### config.mk
export PLATFORM = sky130hd
export DESIGN_NAME = tty_tx_fifo
export DESIGN_NICKNAME = d
export VERILOG_FILES = /design/src/rtl/tty_tx_fifo.sv
export SDC_FILE = /design/constraint.sdc
export NUM_CORES = 1
export LEC_CHECK = 0
export CORE_ASPECT_RATIO = 0.6
export CORE_UTILIZATION = 54
export DETAILED_ROUTE_END_ITERATION = 16
export PLACE_DENSITY = 0.82
export SLEW_MARGIN = 0
export SYNTH_ARGS = -nofsm -noshare
export SYNTH_HDL_FRONTEND = slang
export SYNTH_SLANG_ARGS = --single-unit
### constraint.sdc
create_clock -name clk -period 3.7 [get_ports clk]
set_input_delay 0.925 -clock clk [delete_from_list [all_inputs] [get_ports clk]]
set_output_delay 0.925 -clock clk [all_outputs]
set_load 0.005 [all_outputs]
### src/rtl/tty_tx_fifo.sv
// rtl/tty_tx_fifo.sv - bus-slave stdout FIFO with built-in 8N1 serializer
// Optional TTY_TX_FIFO_DROP_EN: full DATA writes are acked and dropped, counted in STATUS[23:16].
module tty_tx_fifo #(
  parameter logic [31:0] BASE       = 32'h3000,
  parameter int          DEPTH_LOG2 = 4,
  parameter int          DIV        = 868
) (
  input  logic        clk,
  input  logic        rstb,
  input  logic [31:0] addr,
  input  logic [2:0]  size,
  input  logic        valid,
  input  logic        write,
  input  logic [31:0] wdata,
  output logic [31:0] rdata,
  output logic        ready,
  output logic        tx
);

  localparam int DEPTH = 1 << DEPTH_LOG2;
  localparam int CW    = DEPTH_LOG2 + 1;
  localparam int BW    = $clog2(DIV);
  localparam logic [CW-1:0] FULL_CNT  = CW'(DEPTH);
  localparam logic [BW-1:0] BAUD_LAST = BW'(DIV - 1);

  typedef enum logic [1:0] {S_IDLE, S_START, S_DATA, S_STOP} state_t;

  state_t                state_q, state_d;
  logic [BW-1:0]         baud_q, baud_d;
  logic [2:0]            bit_q, bit_d;
  logic [7:0]            shift_q, shift_d;
  logic [CW-1:0]         count_q, count_d;
  logic [DEPTH_LOG2-1:0] wr_ptr_q, wr_ptr_d;
  logic [DEPTH_LOG2-1:0] rd_ptr_q, rd_ptr_d;
  logic [7:0]            mem_q [DEPTH];

  logic       hit_d, hit_s, wr_data_req;
  logic       full, empty, busy;
  logic       push, pop, baud_wrap, data_ready;
  logic [7:0] drop_cnt;
  logic       unused_bits;

  assign unused_bits = ^{size, wdata[31:8]};

  assign hit_d       = (addr == BASE);
  assign hit_s       = (addr == BASE + 32'd4);
  assign wr_data_req = valid && write && hit_d;
  assign full        = (count_q == FULL_CNT);
  assign empty       = (count_q == '0);
  assign busy        = (state_q != S_IDLE);
  assign push        = wr_data_req && !full;
  assign baud_wrap   = (baud_q == BAUD_LAST);
  // Back-to-back frames: the next byte is taken on the last STOP cycle.
  assign pop         = !empty && ((state_q == S_IDLE) || (state_q == S_STOP && baud_wrap));

`ifdef TTY_TX_FIFO_DROP_EN
  logic [7:0] drop_q, drop_d;

  always_comb begin
    drop_d = drop_q;
    if (wr_data_req && full && drop_q != 8'hFF) drop_d = drop_q + 8'd1;
  end

  always_ff @(posedge clk or negedge rstb) begin
    if (!rstb) drop_q <= 8'd0;
    else       drop_q <= drop_d;
  end

  assign drop_cnt   = drop_q;
  assign data_ready = valid;
`else
  assign drop_cnt   = 8'd0;
  assign data_ready = valid && !full;
`endif

  always_comb begin
    ready = 1'b0;
    rdata = 32'd0;
    if (hit_s) begin
      ready = valid;
      if (valid && !write)
        rdata = {8'd0, drop_cnt, 8'(count_q), 5'd0, busy, empty, full};
    end else if (hit_d) begin
      ready = write ? data_ready : valid;
    end
  end

  always_comb begin
    state_d  = state_q;
    baud_d   = baud_q;
    bit_d    = bit_q;
    shift_d  = shift_q;
    count_d  = count_q;
    wr_ptr_d = wr_ptr_q;
    rd_ptr_d = rd_ptr_q;

    if (state_q != S_IDLE) baud_d = baud_wrap ? '0 : baud_q + BW'(1);

    case (state_q)
      S_START: if (baud_wrap) begin
        state_d = S_DATA;
        bit_d   = 3'd0;
      end
      S_DATA: if (baud_wrap) begin
        shift_d = shift_q >> 1;
        if (bit_q == 3'd7) state_d = S_STOP;
        else               bit_d   = bit_q + 3'd1;
      end
      S_STOP: if (baud_wrap) state_d = S_IDLE;
      default: ;
    endcase

    if (pop) begin
      state_d  = S_START;
      baud_d   = '0;
      shift_d  = mem_q[rd_ptr_q];
      rd_ptr_d = rd_ptr_q + DEPTH_LOG2'(1);
    end
    if (push) wr_ptr_d = wr_ptr_q + DEPTH_LOG2'(1);

    case ({push, pop})
      2'b10:   count_d = count_q + CW'(1);
      2'b01:   count_d = count_q - CW'(1);
      default: ;
    endcase
  end

  always_comb begin
    case (state_q)
      S_START: tx = 1'b0;
      S_DATA:  tx = shift_q[0];
      default: tx = 1'b1;
    endcase
  end

  always_ff @(posedge clk or negedge rstb) begin
    if (!rstb) begin
      state_q  <= S_IDLE;
      baud_q   <= '0;
      bit_q    <= 3'd0;
      shift_q  <= 8'd0;
      count_q  <= '0;
      wr_ptr_q <= '0;
      rd_ptr_q <= '0;
    end else begin
      state_q  <= state_d;
      baud_q   <= baud_d;
      bit_q    <= bit_d;
      shift_q  <= shift_d;
      count_q  <= count_d;
      wr_ptr_q <= wr_ptr_d;
      rd_ptr_q <= rd_ptr_d;
    end
  end

  // Storage needs no reset; the pointers and count define validity.
  always_ff @(posedge clk) begin
    if (push) mem_q[wr_ptr_q] <= wdata[7:0];
  end

endmodule

==> impl_metrics.ini, run 1 <==
[floorplanning]
die-area_sq_um = 13700
io_pins = 105
die_y_um = 91.2
start_util = 0.555
core_area_sq_um = 12900
dieWidth_um = 151
rows = 32

[timing]
layout_min_cycle_time_ns = 3.40
fin_tns_setup_ns = 0
fin_crit_sh = 0.919
setup_viol = 0
rsz0062_at_grt = no
slew_viol_final = 0
worst_pin_slew_ns = 0.889
max_freq_mhz = 294
fin_skew_ns = 0.00588
slew_headroom = 0.407
final_hold_viol_count = 0

[worst_setup_path]
critPathSlowestCell = clkdlybuf4s50_1
cp.required_ns = 3.99
critPathKind = input port to flop
crit_chain = clkdlybuf4s50_1 -> nor4bb_4 -> nand4_1 -> buf_4 -> nor4b_4 -> inv_1 -> ha_1 -> xor2_1 -> ha_1 -> nand3b_1 -> o21ai_0 -> a222oi_1 -> nor2_1 -> xor2_1
crit_path_start_kind = input port
endpoint_kind = flop
critPathArrivalTime_ns = 3.69
startpoint = addr[10]
worstReg2RegStart = baud_q[0]$_DFFE_PN0P_
max_stage_delay_ns = 0.45
path_max_fanout = 3

[cells_and_area]
finalNonFillerCells = 707
syn_to_final_growth_pct = 20.2
finalCoreUtilization = 0.667
final_area_sq_um = 8600
fin_nets = 606
diodes = 0
drive_above_1_share = 0.214
layout_commonest_cell = edfxtp_1
layout_common_cells = edfxtp_1 (128), clkdlybuf4s50_1 (43), dfrtp_1 (35), mux4_2 (32), buf_4 (27)

[clock_tree]
clk_latency_ns = 0.42
cts_made_buffers = 17
h-tree-depth = 4
cts_sinks = 164
cts_tree = done
clock-root-buffer = clkbuf_16
clkTransAtPathRegs_ns = 0.06
ctsHoldBuffers = 0
clock_path_buffers = 2

[power_and_ir_drop]
p_leak_nw = 3.30
p_comb_frac = 0.023
powerDensity_nw_per_um2 = 452
p_sw_w = 0.000779
vdd_ir_drop_max_uv = 373
internal_power_w = 0.00310
pwr-share-clk = 0.463
netSwitchingFraction = 0.201
seq_power_share = 0.514

[routing]
antenna_left = 0
drt_iter0_drc = 386
drc_errors = 0
vias = 4239
totalWireLength_mm = 15.2
first_pass_iters = 5
via_per_inst = 6.00
routedWlPerCell_um = 21.4

[hold_path]
min_from = shift_q[7]$_DFFE_PN0P_
hp-class = flop to flop

[synthesis]
synthArstFlopShare = 0.220
synth-seq-area-share = 0.663
synth_edf_count = 128
synthesis.area_sq_um = 7150
synthCells = 444
yosysWarningCount = 0
yosys.area.top_type = edfxtp_1
avgSynthCellArea_sq_um = 16.1
synth_area_leaders = edfxtp_1 (54%), dfrtp_1 (13%), mux4_2 (10%), buf_4 (2.5%), ha_1 (1.9%)
yosys.area.top_type_share = 0.537
synth_flop_cell = edfxtp_1
ys_ff_latch = 164
synth_cell_type_count = 54

[grt]
grt_pass1_vias = 4436
antenna_found_initial = 0
grt_pass1_wl_mm = 24.2
track_usage = 0.246
grt_start_max_net_pins = 37
grt.overflow.total = 0

[placement]
routabilityCongestion = 0.804
dp_cells = 674
dpl-instance-area_sq_um = 7910
portBuffers = 53
dp_hpwl_mm = 9.85

[job]
drv_cap = 0

[status]
outcome = completed
==> routing by layer <==
layer / track usage / routed length, um / vias up
met5: 0 / 0 / -
met4: 0.0900 / 274 / 0
met2: 0.377 / 7170 / 203
li1: - / - / 1848
met1: 0.351 / 6710 / 2164
met3: 0.0487 / 1010 / 24
==> stage by stage <==
| stage | worst slack, ns | hold WS [ns] | power, W |
|---|---|---|---|
| 2_1_floorplan | 0.406 | 0.474 | 0.00206 |
| 3_3_place_gp | -0.0585 | 0.491 | 0.00212 |
| 3_5_place_dp | -0.118 | 0.518 | 0.00212 |
| 4_1_cts | -0.0296 | 0.530 | 0.00391 |
| 5_1_grt | 0.115 | 0.543 | 0.00400 |
| 6_report | 0.300 | 0.537 | 0.00388 |
==> logic make-up (layout without fill, tap and decap cells) <==
family                   after synthesis  count (layout)  share of synthesized area
flip-flops                           164             164                      0.663
AND/OR/NAND/NOR                      100             100                     0.0826
AO/OA/AOI/OAI                         57              57                     0.0574
buffers and inverters                 53             123                     0.0434
multiplexers                          36              36                      0.107
XOR/XNOR                              22              22                     0.0269
adder cells (fa/ha/maj)               11              11                     0.0192
other                                  1              24                   0.000524
==> sequential cells by signal (all words and copies together) (netlist names) <==
signal	flops
shift_q	8
rd_ptr_q	4
state_q	2
wr_ptr_q	4
baud_q	10
mem_q	128
bit_q	3
count_q	5
==> Yosys cell counts, types with 2 or more instances <==
cell type,n
buf_6,2
a22oi_1,16
dfrtp_1,36
inv_1,9
xor2_1,14
and2_1,13
mux2i_1,2
nand4_1,3
and4_1,2
buf_2,5
nand3b_1,4
mux4_2,32
a222oi_1,2
a21oi_1,3
a31oi_1,7
xnor2_1,8
o21ai_0,9
o31ai_1,2
mux2_2,2
o22ai_1,7
nor3_1,4
nor2_1,23
ha_1,11
nor4_1,6
o21ai_1,2
nand3_1,5
nor3b_1,2
edfxtp_1,128
nand4_2,2
o31ai_2,2
buf_4,24
and3_1,8
nand2_1,14
nor2b_1,4
clkbuf_1,12
==> timing repair <==
action | in CTS | in global routing
setup endpoints to repair | 9 | 9
pin swaps | 2 | 2
cloned | 0 | 0
resized for setup | 5 | 14
setup buffers | 0 | 1
==> power groups by stage <==
stage                     Clock [W]  Sequential [W]  Combinational, W
after floorplan                   0         0.00203         0.0000307
after global placement            0         0.00203         0.0000830
after detailed placement          0         0.00203         0.0000882
after CTS                   0.00182         0.00200         0.0000903
after global routing        0.00191         0.00199          0.000102
final                       0.00180         0.00200         0.0000912
==> final timing paths <==
check	to	slack, ns	cells past startpoint
max in group asynchronous	rd_ptr_q[0]$_DFFE_PN0N_	2.48	1
worst min-delay path	shift_q[7]$_DFFE_PN0P_	0.54	2
worst max-delay path	count_q[4]$_DFFE_PN0P_	0.30	14
min in group asynchronous	shift_q[1]$_DFFE_PN0P_	0.62	1
worst min register to register	shift_q[7]$_DFFE_PN0P_	0.54	2
worst max register to register	count_q[4]$_DFFE_PN0P_	0.54	12
==> worst max-delay path: cells and delay by family <==
kind                     cells  cell delay [ns]
AO/OA/AOI/OAI                2             0.38
XOR/XNOR                     2             0.31
adder cells (fa/ha/maj)      2             0.46
buffers and inverters        3             0.71
AND/OR/NAND/NOR              5             0.89
==> final cells by class <==
type | instances | area (sq um)
Clock inverter | 15 | 179
Sequential cell | 164 | 4750
Tap cell | 170 | 213
Fill cell | 855 | 4300
Timing Repair Buffer | 81 | 762
Inverter | 10 | 37.5
Multi-Input combinational cell | 250 | 2230
Clock buffer | 17 | 425
Note: power is estimated with default switching activity, not from simulation.
==> run 2, diff against run 1 <==
--- a/config.mk
+++ b/config.mk
@@ -6,9 +6,10 @@
 export NUM_CORES = 1
 export LEC_CHECK = 0
 export CORE_ASPECT_RATIO = 0.6
-export CORE_UTILIZATION = 54
+export CORE_MARGIN = 10
+export CORE_UTILIZATION = 49
 export DETAILED_ROUTE_END_ITERATION = 16
-export PLACE_DENSITY = 0.82
+export PLACE_DENSITY = 0.79
 export SLEW_MARGIN = 0
 export SYNTH_ARGS = -nofsm -noshare
 export SYNTH_HDL_FRONTEND = slang
==> constraint.sdc (replaced) <==
create_clock -name clk -period 2.75 [get_ports clk]
set_input_delay 0.6875 -clock clk [delete_from_list [all_inputs] [get_ports clk]]
set_output_delay 0.6875 -clock clk [all_outputs]
set_load 0.005 [all_outputs]
==> run 2 against run 1 <==
  * The flow now finishes with violations (negative setup slack)
  * Final area increased by 4.6%
  * Clock-buffer cell count grew 6
  * Routed wire length up 16%
  * Sequential share of layout area down 2.4 points
  * Critical endpoint unchanged
  * Highest routed layer unchanged
==> impl_metrics.ini, run 2 (synthesis gave the netlist of run 1 again) <==
[status]
outcome = finished, violations left
violations = negative setup slack

[clock_tree]
clock_path_buffers = 2
cts_tree = done
cts_sinks = 164
clk_latency_ns = 0.42
clock-root-buffer = clkbuf_16
clkTransAtPathRegs_ns = 0.06
cts_made_buffers = 17
ctsHoldBuffers = 0
h-tree-depth = 4

[cells_and_area]
fin_nets = 629
max_flop_register = mem_q
multiInputGateArea_sq_um = 2340
layout_commonest_cell = edfxtp_1
diodes = 0
fillerInstances = 1032
largest_register_ffs = 128
drive_above_1_share = 0.316
top_regs = mem_q: 128 flops, baud_q: 10 flops, shift_q: 8 flops
final-seq-area_sq_um = 4750
syn_to_final_growth_pct = 25.7
layout_common_cells = edfxtp_1 (128), dfrtp_1 (35), buf_4 (35), mux4_2 (32), conb_1 (24)

[worst_setup_path]
endpoint_kind = flop
path_max_fanout = 4
critPathKind = flop to flop
startpoint = count_q[2]$_DFFE_PN0P_
max_stage_delay_ns = 0.60
worstReg2RegStart = count_q[2]$_DFFE_PN0P_
cp.required_ns = 3.03
critPathSlowestCell = or4_4
crit_chain = or4_4 -> o21ai_2 -> o31ai_4 -> buf_12 -> ha_4 -> xor2_2 -> ha_2 -> nand3b_1 -> o21ai_1 -> a222oi_1 -> nor2_1 -> xor2_1
critPathArrivalTime_ns = 3.16
crit_path_start_kind = flop

[timing]
fin_crit_sh = 1.05
worst_slack_ns = -0.130
layout_min_cycle_time_ns = 2.88
final_hold_viol_count = 0
rsz0062_at_grt = yes
worst_pin_slew_ns = 0.877
max_freq_mhz = 347
slew_viol_final = 0
holdWs_ns = 0.383
setup_viol = 3
slew_headroom = 0.415
fin_skew_ns = 0.00879

[placement]
portBuffers = 53
dp_hpwl_mm = 11.3
routabilityCongestion = 0.800
dp_slack_ns = -0.786

[power_and_ir_drop]
powerDensity_nw_per_um2 = 600
vdd_ir_drop_max_uv = 423
p_leak_nw = 3.36

[routing]
totalWireLength_mm = 17.5
vias = 4442
antenna_left = 0
drc_errors = 0
drt_iter0_drc = 468
first_pass_iters = 6
via_per_inst = 5.86
routedWlPerCell_um = 23.1

[floorplanning]
dieWidth_um = 176
die_y_um = 114
start_util = 0.497
io_pins = 105
die-area_sq_um = 20000
rows = 34
core_area_sq_um = 14400

[grt]
track_usage = 0.176
grt_start_max_net_pins = 37
busiest_layer = met2
antenna_found_initial = 0
grt_pass1_wl_mm = 26.7
grt.overflow.total = 0
grt_use_met1 = 0.223
met2_usage = 0.284
grt_pass1_vias = 4629
met3_usage = 0.0528

[hold_path]
hp-class = input port to asynchronous set/reset pin

[job]
drv_cap = 0
-- run 2: changes by cell type in the layout (fill, tap and decap cells not counted), sizes merged, moves of 4 or more --
cell | previous run | this run
buf | 29 | 72
clkdlybuf4s50 | 43 | 11
clkbuf | 17 | 31
clkdlybuf4s15 | 0 | 10
dlymetal6s2s | 9 | 0
inv | 13 | 9
-- run 2: final cells by class --
class / instances / share of cell area
Clock buffer: 23 / 0.0521
Clock inverter: 9 / 0.0196
Inverter: 10 / 0.00418
Multi-Input combinational cell: 250 / 0.261
Sequential cell: 164 / 0.528
Tap cell: 198 / 0.0276
Timing Repair Buffer: 104 / 0.108
-- run 2: repair_timing --
action,in CTS,in global routing
resized for setup,132,24
pin swaps,20,20
endpoints found under the setup margin,73,42
buffers inserted,10,7
gates cloned,0,0
-- run 2: path summary, 6_finish.rpt --
kind,to,cells past startpoint,slack (ns)
setup / recovery,count_q[4]$_DFFE_PN0P_,12,-0.13
hold / removal,baud_q[9]$_DFFE_PN0P_,1,0.38
setup reg to reg,count_q[4]$_DFFE_PN0P_,12,-0.13
hold reg to reg,bit_q[1]$_DFFE_PN0P_,2,0.52
max in group asynchronous,rd_ptr_q[0]$_DFFE_PN0N_,1,1.77
min in group clk,bit_q[1]$_DFFE_PN0P_,2,0.52
-- run 2: worst max-delay path, delay by kind of cell (launching register included) --
family	cells	cell delay, ns
buf+inv	1	0.15
flops	1	0.38
xor+xnor	2	0.32
simple gates	3	0.80
compound gates	4	0.73
fa+ha+maj	2	0.35
-- run 2: per-layer routing --
layer	part of all wire	vias up
met2	0.50	234
met1	0.39	2267
li1	-	1895
met4	0.021	0
met5	0	-
met3	0.088	46
-- run 2: power by group --
part / switching [W] / internal (W) / total (W)
Clock: 0.000927 / 0.00166 / 0.00259
Sequential: 0.00000468 / 0.00268 / 0.00269
Combinational: 0.0000729 / 0.0000447 / 0.000118
-- run 2: per-stage QoR --
stage / total power (W) / TNS, ns / area, sq um / std cells / util
global placement: 0.00285 / -49.40 / 8220 / 713 / 0.572
global route: 0.00553 / -0.711 / 8990 / 758 / 0.625
detailed placement: 0.00285 / -63.23 / 8220 / 713 / 0.572
CTS: 0.00540 / 0 / 8910 / 752 / 0.620
floorplan: 0.00278 / -0.131 / 7260 / 467 / -
finish: 0.00539 / -0.198 / 8990 / 758 / 0.625
